[src/rtl/ahb_master_arbiter.sv]
// Round-robin AHB bus arbiter for 2..4 masters; locked transfers only when AHB_ARB_LOCK_EN is defined.
// Latency: grant/HMASTER registered one cycle after a handover point; backpressure: HREADY=0 freezes grant, counter and HMASTERD.
module ahb_master_arbiter #(
    parameter int NUM_MASTERS    = 3,
    parameter int DEFAULT_MASTER = 0
) (
    input  logic                   HCLK,
    input  logic                   HRESET,
    input  logic                   HREADY,
    input  logic [NUM_MASTERS-1:0] HBUSREQ,
    input  logic [NUM_MASTERS-1:0] HLOCKREQ,
    input  logic [1:0]             HTRANS,
    input  logic [2:0]             HBURST,
    output logic [NUM_MASTERS-1:0] HGRANT,
    output logic [1:0]             HMASTER,
    output logic [1:0]             HMASTERD,
    output logic                   HMASTLOCK
);

    localparam logic [1:0] HT_IDLE   = 2'b00;
    localparam logic [1:0] HT_BUSY   = 2'b01;
    localparam logic [1:0] HT_NONSEQ = 2'b10;
    localparam logic [1:0] HT_SEQ    = 2'b11;

    localparam logic [2:0] HB_SINGLE = 3'd0;
    localparam logic [2:0] HB_INCR   = 3'd1;
    localparam logic [2:0] HB_WRAP4  = 3'd2;
    localparam logic [2:0] HB_INCR4  = 3'd3;
    localparam logic [2:0] HB_WRAP8  = 3'd4;
    localparam logic [2:0] HB_INCR8  = 3'd5;
    localparam logic [2:0] HB_WRAP16 = 3'd6;
    localparam logic [2:0] HB_INCR16 = 3'd7;

    localparam logic [1:0]             DEF_IDX   = 2'(DEFAULT_MASTER);
    localparam logic [2:0]             NM        = 3'(NUM_MASTERS);
    localparam logic [NUM_MASTERS-1:0] GRANT_DEF = NUM_MASTERS'(1) << DEFAULT_MASTER;

`ifdef AHB_ARB_LOCK_EN
    typedef enum logic [1:0] {ST_OWN, ST_BURST, ST_LOCKED} state_t;
`else
    typedef enum logic [0:0] {ST_OWN, ST_BURST} state_t;
`endif

    state_t                 state;
    logic [4:0]             cnt;
    logic [4:0]             cnt_nxt;
    logic [4:0]             burst_len;
    logic [1:0]             ptr;
    logic [1:0]             winner;
    logic [2:0]             idx;
    logic                   found;
    logic                   hop;
    logic                   owner_req;
    logic [3:0]             req_pad;
    logic [NUM_MASTERS-1:0] grant_nxt;
    logic                   is_idle;
    logic                   is_busy;
    logic                   is_nonseq;
    logic                   is_seq;

    assign is_idle   = (HTRANS == HT_IDLE);
    assign is_busy   = (HTRANS == HT_BUSY);
    assign is_nonseq = (HTRANS == HT_NONSEQ);
    assign is_seq    = (HTRANS == HT_SEQ);

    always_comb begin
        req_pad                  = '0;
        req_pad[NUM_MASTERS-1:0] = HBUSREQ;
    end

    assign owner_req = req_pad[HMASTER];

    always_comb begin
        burst_len = 5'd0;
        case (HBURST)
            HB_WRAP4,  HB_INCR4:  burst_len = 5'd3;
            HB_WRAP8,  HB_INCR8:  burst_len = 5'd7;
            HB_WRAP16, HB_INCR16: burst_len = 5'd15;
            default:              burst_len = 5'd0;
        endcase
    end

    // Counter holds remaining SEQ beats of a fixed burst; value 1 marks the last beat.
    always_comb begin
        cnt_nxt = cnt;
        if (HREADY && is_nonseq)
            cnt_nxt = burst_len;
        else if (HREADY && is_seq && cnt != 5'd0)
            cnt_nxt = cnt - 5'd1;
    end

    always_comb begin
        hop = 1'b0;
        if (HREADY) begin
            case (state)
                ST_OWN: hop = is_idle
                           || (is_nonseq && HBURST == HB_SINGLE)
                           || (is_seq && cnt == 5'd1)
                           || (HBURST == HB_INCR && !owner_req && !is_busy);
                ST_BURST: hop = is_seq && cnt == 5'd1;
                default:  hop = 1'b0;
            endcase
        end
    end

    // Scan from pointer+1 so the current owner is considered last.
    always_comb begin
        winner = DEF_IDX;
        found  = 1'b0;
        idx    = '0;
        for (int i = 1; i <= 4; i++) begin
            if (i <= NUM_MASTERS) begin
                idx = {1'b0, ptr} + 3'(i);
                if (idx >= NM)
                    idx = idx - NM;
                if (!found && req_pad[idx[1:0]]) begin
                    winner = idx[1:0];
                    found  = 1'b1;
                end
            end
        end
    end

    always_comb begin
        grant_nxt         = '0;
        grant_nxt[winner] = 1'b1;
    end

`ifdef AHB_ARB_LOCK_EN
    logic [3:0] lock_pad;
    logic       lock_grant;
    logic       lock_release;

    always_comb begin
        lock_pad                  = '0;
        lock_pad[NUM_MASTERS-1:0] = HLOCKREQ;
    end

    assign lock_grant   = req_pad[winner] && lock_pad[winner];
    assign lock_release = HREADY && is_idle && !lock_pad[HMASTER];
`else
    logic unused_lockreq;
    assign unused_lockreq = ^HLOCKREQ;
    assign HMASTLOCK      = 1'b0;
`endif

    always_ff @(posedge HCLK) begin
        if (HRESET) begin
            state    <= ST_OWN;
            cnt      <= 5'd0;
            ptr      <= DEF_IDX;
            HGRANT   <= GRANT_DEF;
            HMASTER  <= DEF_IDX;
            HMASTERD <= DEF_IDX;
`ifdef AHB_ARB_LOCK_EN
            HMASTLOCK <= 1'b0;
`endif
        end else begin
            cnt <= cnt_nxt;
            if (HREADY)
                HMASTERD <= HMASTER;
            if (hop) begin
                HGRANT  <= grant_nxt;
                HMASTER <= winner;
                ptr     <= winner;
            end
`ifdef AHB_ARB_LOCK_EN
            // Leaving LOCKED does not arbitrate: the owner keeps one more IDLE cycle.
            if (state == ST_LOCKED) begin
                if (lock_release) begin
                    state     <= ST_OWN;
                    HMASTLOCK <= 1'b0;
                end
            end else if (hop && lock_grant) begin
                state     <= ST_LOCKED;
                HMASTLOCK <= 1'b1;
            end else begin
                state <= (cnt_nxt != 5'd0) ? ST_BURST : ST_OWN;
            end
`else
            state <= (cnt_nxt != 5'd0) ? ST_BURST : ST_OWN;
`endif
        end
    end

endmodule

[config.mk]
export PLATFORM = sky130hd
export DESIGN_NAME = ahb_master_arbiter
export DESIGN_NICKNAME = d
export VERILOG_FILES = /design/src/rtl/ahb_master_arbiter.sv
export SDC_FILE = /design/constraint.sdc
export NUM_CORES = 1
export LEC_CHECK = 0
export ABC_AREA = 0
export CAP_MARGIN = 20
export CORE_MARGIN = 5
export CORE_UTILIZATION = 49
export CTS_CLUSTER_DIAMETER = 60
export DETAILED_ROUTE_END_ITERATION = 10
export GPL_TIMING_DRIVEN = 0
export PLACE_DENSITY = 0.79
export SYNTH_ARGS = -nofsm -noshare
export SYNTH_HDL_FRONTEND = slang
export SYNTH_SLANG_ARGS = --single-unit
[constraint.sdc]
create_clock -name HCLK -period 2.3 [get_ports HCLK]
set_input_delay 0.23 -clock HCLK [delete_from_list [all_inputs] [get_ports HCLK]]
set_output_delay 0.23 -clock HCLK [all_outputs]
set_load 0.005 [all_outputs]
==> results_tabular.tex <==
\begin{tabular}{lr}
\hline
Metric & Value \\
\hline
\multicolumn{2}{l}{\textbf{Power}} \\
\quad Leakage Power & $\sim$0.47 nW \\
\quad Worst vdd rail ir drop & 0.368 mV \\
\quad Power Total & approximately 600 uW \\
\quad Power Dens Cells & 494 mW/mm2 \\
\multicolumn{2}{l}{\textbf{GRT}} \\
\quad Final global-route overflow total & 0 \\
\quad GRT Total Usage & about 17\% \\
\quad Antenna violations before repair & 0 \\
\quad Number of global-route vias before repair & 884 \\
\quad Pin count of the biggest net entering global routing & 11 \\
\quad Global-route wire length before repair & roughly 3700 um \\
\multicolumn{2}{l}{\textbf{Critical path}} \\
\quad CP arrival & around 2.2 ns \\
\quad Critical path capture point type & flip-flop \\
\quad Chain of cells forming the critical path & inv\_1 -> ha\_1 -> nor4b\_1 -> a31o\_2 -> nand3\_1 -> o211a\_1 -> nor3\_1 \\
\quad Dominant delay contributor by cell family on the critical path & simple AND/OR/NAND/NOR gates \\
\quad Slowest stage cell, crit path & sky130\_fd\_sc\_hd\_\_dfxtp\_1 \\
\quad Highest net fanout along the worst path & 7 \\
\quad Critical path data required time & roughly 2.5 ns \\
\quad CP Class & reg -> reg \\
\quad Worst setup SP type & flip-flop \\
\quad Worst path buffer plus inverter count & 1 \\
\quad Slowest Stage Delay on Critical Path & roughly 0.47 ns \\
\multicolumn{2}{l}{\textbf{Finish}} \\
\quad Non-filler instance count after layout & around 160 \\
\quad Layout net count & roughly 160 \\
\quad Signed area change from the synthesized netlist to the final layout & 24.2\% \\
\quad Antenna diode instance count & 0 \\
\quad Share of post-route cells with drive strength above 1 & 7.35\% \\
\multicolumn{2}{l}{\textbf{Yosys}} \\
\quad Syn Std Cell Area & approximately 950 um2 \\
\quad Main area contributors after synthesis & sky130\_fd\_sc\_hd\_\_dfxtp\_1 (27\%), sky130\_fd\_sc\_hd\_\_ha\_1 (7.9\%), sky130\_fd\_sc\_hd\_\_nor2\_1 (5.5\%) \\
\quad Number of flops mapped to enable cells by yosys & 0 \\
\quad Mean instance size in the synthesized netlist & 8.26 um2 \\
\quad Most common library cells after synthesis & sky130\_fd\_sc\_hd\_\_nor2\_1 (14), sky130\_fd\_sc\_hd\_\_dfxtp\_1 (13), sky130\_fd\_sc\_hd\_\_inv\_1 (12) \\
\quad Number of synthesized register bits & 13 \\
\quad Fraction of the yosys area taken by sequential cells & between 20\% and 30\% \\
\quad Share of synthesized flip-flops with an asynchronous set or reset & 0\% \\
\quad Post-synthesis cell type with the largest combined area & sky130\_fd\_sc\_hd\_\_dfxtp\_1 \\
\quad Share of cell area taken by muxes after synthesis & about 5.3\% \\
\quad Synthesized instance count & 115 \\
\quad Adder and majority gate portion of the synthesized area & 7.91\% \\
\quad Share of the synthesized area in the top cell type & between 20\% and 30\% \\
\quad Basic-gate share of the synthesized area counting and, or, nand and nor cells & 23.8\% \\
\quad Flip-flop cell with the highest count after synthesis & sky130\_fd\_sc\_hd\_\_dfxtp\_1 \\
\quad Main combinational cell family by area after synthesis & compound AO/OA/AOI/OAI gates \\
\quad Post-synthesis compound-gate area fraction & between 20\% and 30\% \\
\quad Xor/xnor share of the synthesized area & 0\% \\
\quad Synthesized Nets & $\sim$140 \\
\quad Yosys warns & 0 \\
\quad Cell with the most instances after synthesis & sky130\_fd\_sc\_hd\_\_nor2\_1 \\
\quad Distinct cell type count of the synthesized netlist & 44 \\
\multicolumn{2}{l}{\textbf{Routing}} \\
\quad Drt drc & 0 \\
\quad Antenna viol nets, final & 0 \\
\quad First-pass detailed-route iteration total & 4 \\
\quad Count of vias placed by the detailed router & 919 \\
\quad Avg Vias per Cell & 5.64 \\
\quad Routed wire length & approximately 2200 um \\
\quad Number of violations reported at the end of detailed-routing iteration 0 & 37 \\
\quad Post-detailed-route wirelength per cell & between 10 and 15 um \\
\multicolumn{2}{l}{\textbf{Clock network}} \\
\quad Cts bufs inserted & 3 \\
\quad Number of clock sinks seen by CTS & 13 \\
\quad Maximum clock path buffer count & 2 \\
\quad Clock tree root driver cell & sky130\_fd\_sc\_hd\_\_clkbuf\_4 \\
\quad \# hold bufs at CTS & 0 \\
\quad Post-cts repair resize count & 0 \\
\quad Clock-pin transition on the worst setup and hold timing paths & roughly 0.070 ns \\
\quad Clock latency on the worst-skew pair & between 0.2 and 0.3 ns \\
\quad Max H-tree Level & 1 \\
\quad Post-CTS Setup Bufs & 0 \\
\quad TritonCTS clock tree & built \\
\multicolumn{2}{l}{\textbf{Floorplan}} \\
\quad Number of placed I/O pins & 22 \\
\quad Die ar. & between 0.002 and 0.003 mm2 \\
\quad Starting Density & 49.9\% \\
\quad Row Count & 16 \\
\quad Die X-Extent & 54.0 um \\
\quad Area of the core & between 0.0015 and 0.002 mm2 \\
\quad Vertical die dimension & roughly 54 um \\
\multicolumn{2}{l}{\textbf{STA}} \\
\quad Ratio of final minimum period to clock period & around nine tenths \\
\quad Final critical delay including setup and external delays & $\sim$2.0 ns \\
\quad Post-route setup slack & 0.274 ns \\
\quad Sum of negative setup slack & 0 ns \\
\quad Finish-stage setup viols & 0 \\
\quad Unrepaired setup endpoints after global routing & no \\
\quad Max Clock Skew & just under 0.006 ns \\
\quad Max-slew violations & 0 \\
\quad Total count of hold-check failures in the final report & 0 \\
\quad FMAX & between 400 and 500 MHz \\
\multicolumn{2}{l}{\textbf{Place}} \\
\quad Placed Instances & about 160 \\
\quad Last weighted congestion value of the routability-driven placer & roughly 0.83 \\
\quad HPWL Detailed & 1720 um \\
\quad Count of buffers from port buffering & 17 \\
\quad Worst slack at placement & between 0.15 and 0.2 ns \\
\multicolumn{2}{l}{\textbf{Run status}} \\
\quad Status & complete, no violations \\
\multicolumn{2}{l}{\textbf{Run}} \\
\quad Reported max-cap violation count & 0 \\
\multicolumn{2}{l}{\textbf{Min path}} \\
\quad Tightest Hold Check Type & reg -> reg \\
\hline
\end{tabular}
cell families (layout without fill, tap and decap cells):
group	Yosys count	after routing
other	1	1
AO/OA/AOI/OAI	33	33
flip-flops	13	13
buffers and inverters	17	38
adder cells (fa/ha/maj)	6	6
multiplexers	5	5
AND/OR/NAND/NOR	40	40
worst min-delay path, stage by stage (launching register included):
cell,delay (ns)
sky130_fd_sc_hd__dfxtp_1,0.32
sky130_fd_sc_hd__nor2_1,0.10
sky130_fd_sc_hd__nor3_1,0.05
worst paths after layout:
check	startpoint	endpoint	slack [ns]	depth (start not counted)
max	ptr[1]$_SDFFE_PP0P_	HGRANT[2]$_SDFFE_PP0P_	0.27	7
min	HGRANT[2]$_SDFFE_PP0P_	HGRANT[2]$_SDFFE_PP0P_	0.50	2
max reg2reg	ptr[1]$_SDFFE_PP0P_	HGRANT[2]$_SDFFE_PP0P_	0.27	7
min reg2reg	HGRANT[2]$_SDFFE_PP0P_	HGRANT[2]$_SDFFE_PP0P_	0.50	2
cells in the final DEF (no fill, tap or decap), types with 2 or more instances in the layout:
cell type	instances
sky130_fd_sc_hd__a21oi_1	4
sky130_fd_sc_hd__a31oi_1	4
sky130_fd_sc_hd__clkbuf_1	4
sky130_fd_sc_hd__clkbuf_4	3
sky130_fd_sc_hd__clkdlybuf4s50_1	17
sky130_fd_sc_hd__dfxtp_1	13
sky130_fd_sc_hd__ha_1	6
sky130_fd_sc_hd__inv_1	12
sky130_fd_sc_hd__mux2i_1	5
sky130_fd_sc_hd__nand2_1	3
sky130_fd_sc_hd__nand2b_1	4
sky130_fd_sc_hd__nand3_1	2
sky130_fd_sc_hd__nand4_1	3
sky130_fd_sc_hd__nand4b_1	2
sky130_fd_sc_hd__nor2_1	14
sky130_fd_sc_hd__nor3_1	3
sky130_fd_sc_hd__nor3b_1	2
sky130_fd_sc_hd__o211a_1	2
sky130_fd_sc_hd__o21ai_0	4
sky130_fd_sc_hd__o22ai_1	3
per-layer routing:
layer	global-route usage, %	up-vias	wire length (um)
met5	0	-	0
met4	8.30	0	37
met3	2.77	4	94
met2	31.5	26	1090
met1	19.2	421	1010
li1	-	468	-
registers in the layout (all words and copies together) (netlist names):
name,cells
cnt,5
HGRANT,3
HMASTERD,2
ptr,2
state,1
through the flow:
| stage | hold WS [ns] | cell area (um2) | utilization (%) |
|---|---|---|---|
| after CTS | 0.506 | 1180 | 62.0 |
| after detailed placement | 0.478 | 1150 | 60.7 |
| after global placement | 0.475 | 1150 | 60.7 |
| after global routing | 0.511 | 1180 | 62.0 |
| after floorplan | 0.345 | 950 | - |
| final | 0.501 | 1180 | 62.0 |
report_power, final:
| part | switching (mW) | internal (mW) | total (mW) |
|---|---|---|---|
| sequential | 0.0148 | 0.241 | 0.256 |
| clock | 0.0724 | 0.0673 | 0.140 |
| combinational | 0.0952 | 0.0928 | 0.188 |
final cells by class:
cell class	count	area (um2)
Buffer	5	30.0
Clock buffer	4	26.3
Fill cell	173	722
Inverter	12	45.0
Multi-Input combinational cell	85	614
Sequential cell	13	260
Tap cell	27	33.8
Timing Repair Buffer	17	170
No activity file was read; power rests on OpenSTA's default activity.
